**src/rtl/hilo_muldiv_unit.sv**
```systemverilog
// HI/LO multiply/divide unit for the openMIPS execute stage.
// Multiplies use a registered product pipeline of MUL_STAGES registers. Divides use a
// restoring radix-2 engine: one init cycle, WIDTH iterations, one fix-up/commit cycle.
// The unit owns HI/LO. Direct MTHI/MTLO writes are accepted only while the unit is idle.
module hilo_muldiv_unit #(
    parameter int WIDTH      = 32,
    parameter int MUL_STAGES = 2
) (
    input  logic             clk,
    input  logic             rst,
    input  logic             start_i,
    input  logic [2:0]       op_i,
    input  logic [WIDTH-1:0] opdata1_i,
    input  logic [WIDTH-1:0] opdata2_i,
    input  logic             annul_i,
    input  logic             wr_hi_i,
    input  logic             wr_lo_i,
    input  logic [WIDTH-1:0] wdata_i,
    output logic             busy_o,
    output logic             ready_o,
    output logic [WIDTH-1:0] hi_o,
    output logic [WIDTH-1:0] lo_o
);

    localparam int CNT_W = $clog2(WIDTH);
    localparam logic [CNT_W-1:0] MUL_LAST = CNT_W'(MUL_STAGES - 1);
    localparam logic [CNT_W-1:0] DIV_LAST = CNT_W'(WIDTH - 1);

    typedef enum logic [2:0] {
        S_IDLE,
        S_MUL,
        S_DIV_INIT,
        S_DIV_ITER,
        S_DIV_FIX
    } state_t;

    state_t            state_q, state_d;
    logic [CNT_W-1:0]  cnt_q, cnt_d;
    logic              ready_q;
    logic [WIDTH-1:0]  hi_q, lo_q;

    // Operation context latched at accept (datapath, not reset)
    logic [WIDTH-1:0]  a_q, b_q;
    logic [2:0]        op_q;
    logic [2*WIDTH-1:0] prod_q [MUL_STAGES];
    logic [WIDTH-1:0]  rem_q, quo_q, dvs_q;
    logic              div0_q;

    logic              accept;
    logic              mul_commit, div_commit;

    // Conditional two's-complement negation used for abs() and sign fix-up
    function automatic logic [WIDTH-1:0] cond_neg(input logic neg, input logic [WIDTH-1:0] v);
        return neg ? (~v + WIDTH'(1)) : v;
    endfunction

    // Input operands extended to 2*WIDTH so a plain modular multiply gives the signed
    // or unsigned full product; odd op codes are the unsigned variants.
    logic              sgn_in;
    logic [2*WIDTH-1:0] ext_a, ext_b, prod_in;

    // Divide datapath helpers
    logic              sgn_q, neg1, neg2;
    logic [WIDTH:0]    shifted;
    logic [WIDTH+1:0]  diff;

    // Commit values
    logic [2*WIDTH-1:0] acc, mul_res;
    logic [WIDTH-1:0]  div_hi, div_lo;

    // Combinational datapath: product input, divide step and commit values
    always_comb begin
        sgn_in  = ~op_i[0];
        ext_a   = {{WIDTH{sgn_in & opdata1_i[WIDTH-1]}}, opdata1_i};
        ext_b   = {{WIDTH{sgn_in & opdata2_i[WIDTH-1]}}, opdata2_i};
        prod_in = ext_a * ext_b;

        sgn_q   = ~op_q[0];
        neg1    = sgn_q & a_q[WIDTH-1];
        neg2    = sgn_q & b_q[WIDTH-1];
        shifted = {rem_q, quo_q[WIDTH-1]};
        diff    = {1'b0, shifted} - {2'b00, dvs_q};

        acc = {hi_q, lo_q};
        case (op_q[2:1])
            2'b10:   mul_res = acc + prod_q[MUL_STAGES-1];
            2'b11:   mul_res = acc - prod_q[MUL_STAGES-1];
            default: mul_res = prod_q[MUL_STAGES-1];
        endcase

        if (div0_q) begin
            div_hi = a_q;
            div_lo = '1;
        end else begin
            div_hi = cond_neg(neg1, rem_q);
            div_lo = cond_neg(neg1 ^ neg2, quo_q);
        end
    end

    // Next-state logic; annul while busy overrides every other transition
    always_comb begin
        state_d    = state_q;
        cnt_d      = cnt_q;
        accept     = 1'b0;
        mul_commit = 1'b0;
        div_commit = 1'b0;
        case (state_q)
            S_IDLE: begin
                if (start_i && !annul_i) begin
                    accept  = 1'b1;
                    cnt_d   = '0;
                    state_d = (op_i[2:1] == 2'b01) ? S_DIV_INIT : S_MUL;
                end
            end
            S_MUL: begin
                cnt_d = cnt_q + CNT_W'(1);
                if (cnt_q == MUL_LAST) begin
                    mul_commit = 1'b1;
                    state_d    = S_IDLE;
                end
            end
            S_DIV_INIT: begin
                cnt_d   = '0;
                state_d = (b_q == '0) ? S_DIV_FIX : S_DIV_ITER;
            end
            S_DIV_ITER: begin
                cnt_d = cnt_q + CNT_W'(1);
                if (cnt_q == DIV_LAST) state_d = S_DIV_FIX;
            end
            S_DIV_FIX: begin
                div_commit = 1'b1;
                state_d    = S_IDLE;
            end
            default: state_d = S_IDLE;
        endcase
        if (annul_i && state_q != S_IDLE) begin
            state_d    = S_IDLE;
            mul_commit = 1'b0;
            div_commit = 1'b0;
        end
    end

    // Control registers and architectural HI/LO
    always_ff @(posedge clk) begin
        if (rst) begin
            state_q <= S_IDLE;
            cnt_q   <= '0;
            ready_q <= 1'b0;
            hi_q    <= '0;
            lo_q    <= '0;
        end else begin
            state_q <= state_d;
            cnt_q   <= cnt_d;
            ready_q <= mul_commit | div_commit;
            if (mul_commit) begin
                hi_q <= mul_res[2*WIDTH-1:WIDTH];
                lo_q <= mul_res[WIDTH-1:0];
            end else if (div_commit) begin
                hi_q <= div_hi;
                lo_q <= div_lo;
            end else if (state_q == S_IDLE) begin
                if (wr_hi_i) hi_q <= wdata_i;
                if (wr_lo_i) lo_q <= wdata_i;
            end
        end
    end

    // Datapath registers: operand latch, product pipeline, divide engine
    always_ff @(posedge clk) begin
        if (accept) begin
            a_q  <= opdata1_i;
            b_q  <= opdata2_i;
            op_q <= op_i;
        end
        prod_q[0] <= prod_in;
        for (int k = 1; k < MUL_STAGES; k++) prod_q[k] <= prod_q[k-1];
        if (state_q == S_DIV_INIT) begin
            rem_q  <= '0;
            quo_q  <= cond_neg(neg1, a_q);
            dvs_q  <= cond_neg(neg2, b_q);
            div0_q <= (b_q == '0);
        end else if (state_q == S_DIV_ITER) begin
            if (!diff[WIDTH+1]) begin
                rem_q <= diff[WIDTH-1:0];
                quo_q <= {quo_q[WIDTH-2:0], 1'b1};
            end else begin
                rem_q <= shifted[WIDTH-1:0];
                quo_q <= {quo_q[WIDTH-2:0], 1'b0};
            end
        end
    end

    assign busy_o  = (state_q != S_IDLE);
    assign ready_o = ready_q;
    assign hi_o    = hi_q;
    assign lo_o    = lo_q;

endmodule

```
**config.mk**
```make
export PLATFORM = sky130hd
export DESIGN_NAME = hilo_muldiv_unit
export DESIGN_NICKNAME = d
export VERILOG_FILES = /design/src/rtl/hilo_muldiv_unit.sv
export SDC_FILE = /design/constraint.sdc
export NUM_CORES = 2
export LEC_CHECK = 0
export CAP_MARGIN = 40
export CORE_MARGIN = 5
export CORE_UTILIZATION = 43
export CTS_CLUSTER_SIZE = 8
export DETAILED_ROUTE_END_ITERATION = 12
export PLACE_DENSITY = 0.57
export REMOVE_ABC_BUFFERS = 1
export SYNTH_ARGS = -nofsm -noshare
export SYNTH_HDL_FRONTEND = slang
export SYNTH_SLANG_ARGS = --single-unit
```
**constraint.sdc**
```tcl
create_clock -name clk -period 13.4 [get_ports clk]
set_input_delay 3.35 -clock clk [delete_from_list [all_inputs] [get_ports clk]]
set_output_delay 3.35 -clock clk [all_outputs]
set_load 0.005 [all_outputs]
```
==> impl_metrics.csv <==
group,metric,value,unit
place,dp_hpwl,159,mm
sta,setup_tns,0,ns
critical_path,end_kind,"register",
hold_path,min_to,"prod_q[0][75]$_DFF_P_",
die,die_w,383,um
grt,grt_pass1_vias,49337,
hold_path,min_path_cells,0,
die,die_y,383,um
synth,synth-seq-cells,365,
clock_network,cts_post_setup_buffers_inserted,0,
grt,grt_max_degree,65,
critical_path,reg2regPathDepth,16,
die,die_area,0.147,mm2
die,start_util,43.4,%
synth,synth_warnings,0,
clock_network,clk_pin_slew,0.05,ns
place,dp.cells,8448,
clock_network,ctsHtreeMaxLevel,2,
place,pre_cts_ws,1.16,ns
critical_path,required,13.90,ns
die,io_pins,171,
hold_path,hold_class,"register to register",
clock_network,clkLatencyLatePin,0.60,ns
critical_path,crit_type,"input port to register",
synth,synthCells,6674,
place,gp_congestion,0.950,
critical_path,reg2reg_slack,7.46,ns
grt,grt_antenna_before_repair,11,
sta,finalHoldViolCount,0,
routing,remaining_drc_errors,0,
synth,yosys_most_used_dff,"dfxtp_1",
clock_network,cts_sinks,365,
sta,max-slew-margin-rel,36.8,%
critical_path,crit_path_frequent_cell,"fa_1",
routing,vias,46943,
sta,tightest_slew,0.946,ns
synth,yosys.area.top_type,"fa_1",
die,std_cell_rows,136,
synth,synth_top_area_share,37.7,%
sta,drv_slew,0,
flow_run,cap_violations,0,
synth,yosys.cell_types.count,83,
sta,post-route-min-period,11.78,ns
critical_path,path_max_fanout,29,
grt,gr-total-overflow,0,
die,core,0.138,mm2
clock_network,clock_path_buffers,3,
layout,fin_nets,8255,
sta,fin_ws,1.62,ns
clock_network,cts_buffers,52,
synth,netlist_area,0.0598,mm2
layout,area_growth,9.28,%
clock_network,ctsResizeCount,0,
sta,skew,0.0240,ns
routing,wire_per_inst,22.3,um
grt,grt_usage,26.2,%
critical_path,critPathMaxStageDelay,0.74,ns
routing,drt-total-wl,191,mm
critical_path,cp.arrival,12.28,ns
routing,drt_first_iter_violations,3728,
routing,drt_pre_antenna_iters,6,
critical_path,r2r_end,"hi_o[28]$_SDFFE_PP0P_",
run_status,outcome,"finished clean",
sta,setup_viol,0,
synth,postSynth.asyncResetShare,0,%
layout,drive_gt1_share,4.36,%
synth,syn_area_per_cell,8.96,um2
critical_path,r2r_start,"prod_q[0][82]$_DFF_P_",
synth,ys_seq_area_share,14.4,%
clock_network,holdBufCountCts,0,
hold_path,hp-start,"prod_q[0][11]$_DFF_P_",
sta,period_share,87.9,%
synth,synthTopCellsByArea,"fa_1, dfxtp_1, inv_1, edfxtp_1, ha_1",
clock_network,cts_tree,"done",
critical_path,startpoint_type,"input port",
routing,antenna_left,0,
synth,synth_edf_count,132,
layout,instances_no_fill,8536,
place,portBuffers,170,
grt,grt_pass1_wl,298,mm
clock_network,root_buffer,"clkbuf_16",
critical_path,crit_slowest_cell,"clkdlybuf4s50_1",
sta,fmax,84.9,MHz
sta,rsz0062_at_grt,"false",
routing,viasPerCell,5.50,
-- layout make-up --
| type | count | area, um2 |
|---|---|---|
| Antenna cell | 1 | 2.50 |
| Clock buffer | 84 | 1450 |
| Clock inverter | 3 | 47.5 |
| Fill cell | 13334 | 72400 |
| Inverter | 1178 | 4420 |
| Multi-Input combinational cell | 4790 | 45500 |
| Sequential cell | 365 | 8630 |
| Tap cell | 1794 | 2240 |
| Timing Repair Buffer | 321 | 3060 |
-- synthesized netlist by cell type, types with 96 or more instances --
cell type,number
xor2_1,136
ha_1,315
o21ai_0,222
and2_1,371
dfxtp_1,233
clkbuf_1,329
nand2_1,962
nor2_1,279
a21oi_1,311
a21o_1,96
xnor2_1,193
inv_1,1178
fa_1,1127
edfxtp_1,132
-- worst max path at each step --
stage	startpoint	endpoint	slack (ns)	depth (start not counted)
finish	opdata2_i[6]	prod_q[0][63]$_DFF_P_	1.62	29
global route	opdata2_i[6]	prod_q[0][63]$_DFF_P_	1.46	29
CTS	opdata2_i[6]	prod_q[0][63]$_DFF_P_	1.77	29
detailed placement	opdata2_i[6]	prod_q[0][63]$_DFF_P_	1.16	29
global placement	opdata2_i[24]	prod_q[0][63]$_DFF_P_	1.26	29
floorplan	opdata1_i[31]	prod_q[0][61]$_DFF_P_	2.09	26
-- state kept, by name, summed over array words and instances, names as in the netlist, 3 cells and up --
name	count
a_q	32
rem_q	32
b_q	32
dvs_q	32
lo_o	32
op_q	3
cnt_q	5
state_q	3
quo_q	32
prod_q	128
hi_o	32
-- critical path: cells and delay by family --
kind                     cells  cell delay (ns)
XOR/XNOR                     1             0.18
AO/OA/AOI/OAI                8             2.09
adder cells (fa/ha/maj)      9             4.39
AND/OR/NAND/NOR              2             0.61
buffers and inverters        9             1.63
-- cell usage in the layout, fill, tap and decap left out, types with 123 or more instances in the layout --
cell type | netlist | final
nor2_1 | 279 | 278
a21oi_1 | 311 | 310
xnor2_1 | 193 | 193
and2_1 | 371 | 372
xor2_1 | 136 | 136
o21ai_0 | 222 | 222
clkdlybuf4s50_1 | 0 | 149
dfxtp_1 | 233 | 233
nand2_1 | 962 | 962
ha_1 | 315 | 315
fa_1 | 1127 | 1127
buf_4 | 0 | 123
inv_1 | 1178 | 1178
edfxtp_1 | 132 | 132
-- through the flow --
stage / cell area (um2) / utilization, % / hold WS, ns
4_1_cts: 65400 / 47.4 / 0.323
3_3_place_gp: 63300 / 45.9 / 0.314
2_1_floorplan: 58500 / - / 0.310
3_5_place_dp: 63900 / 46.3 / 0.312
6_report: 65400 / 47.4 / 0.322
5_1_grt: 65400 / 47.4 / 0.326
-- layer usage --
layer | track usage [%] | share of wire, % | vias up
met1 | 36.4 | 44 | 24110
met2 | 43.6 | 47 | 1563
met3 | 3.25 | 6.3 | 247
met5 | 0 | 0.013 | -
li1 | - | - | 21019
met4 | 6.69 | 2.8 | 4
-- cells by family (layout without fill, tap and decap cells) --
family | Yosys count | count (layout) | synth area share (%)
other | 0 | 1 | 0
DFF | 365 | 365 | 14.4
muxes | 57 | 57 | 0.970
and+or+nand+nor | 1969 | 1969 | 15.4
adders and majority gates | 1442 | 1442 | 44.3
buffers and inverters | 1519 | 1586 | 9.54
AOI/OAI and AO/OA | 993 | 993 | 10.5
xor gates and xnor gates | 329 | 329 | 4.82
Power is not shown: default switching activity piles up to over one toggle a cycle in this logic, so the estimate is an artifact.
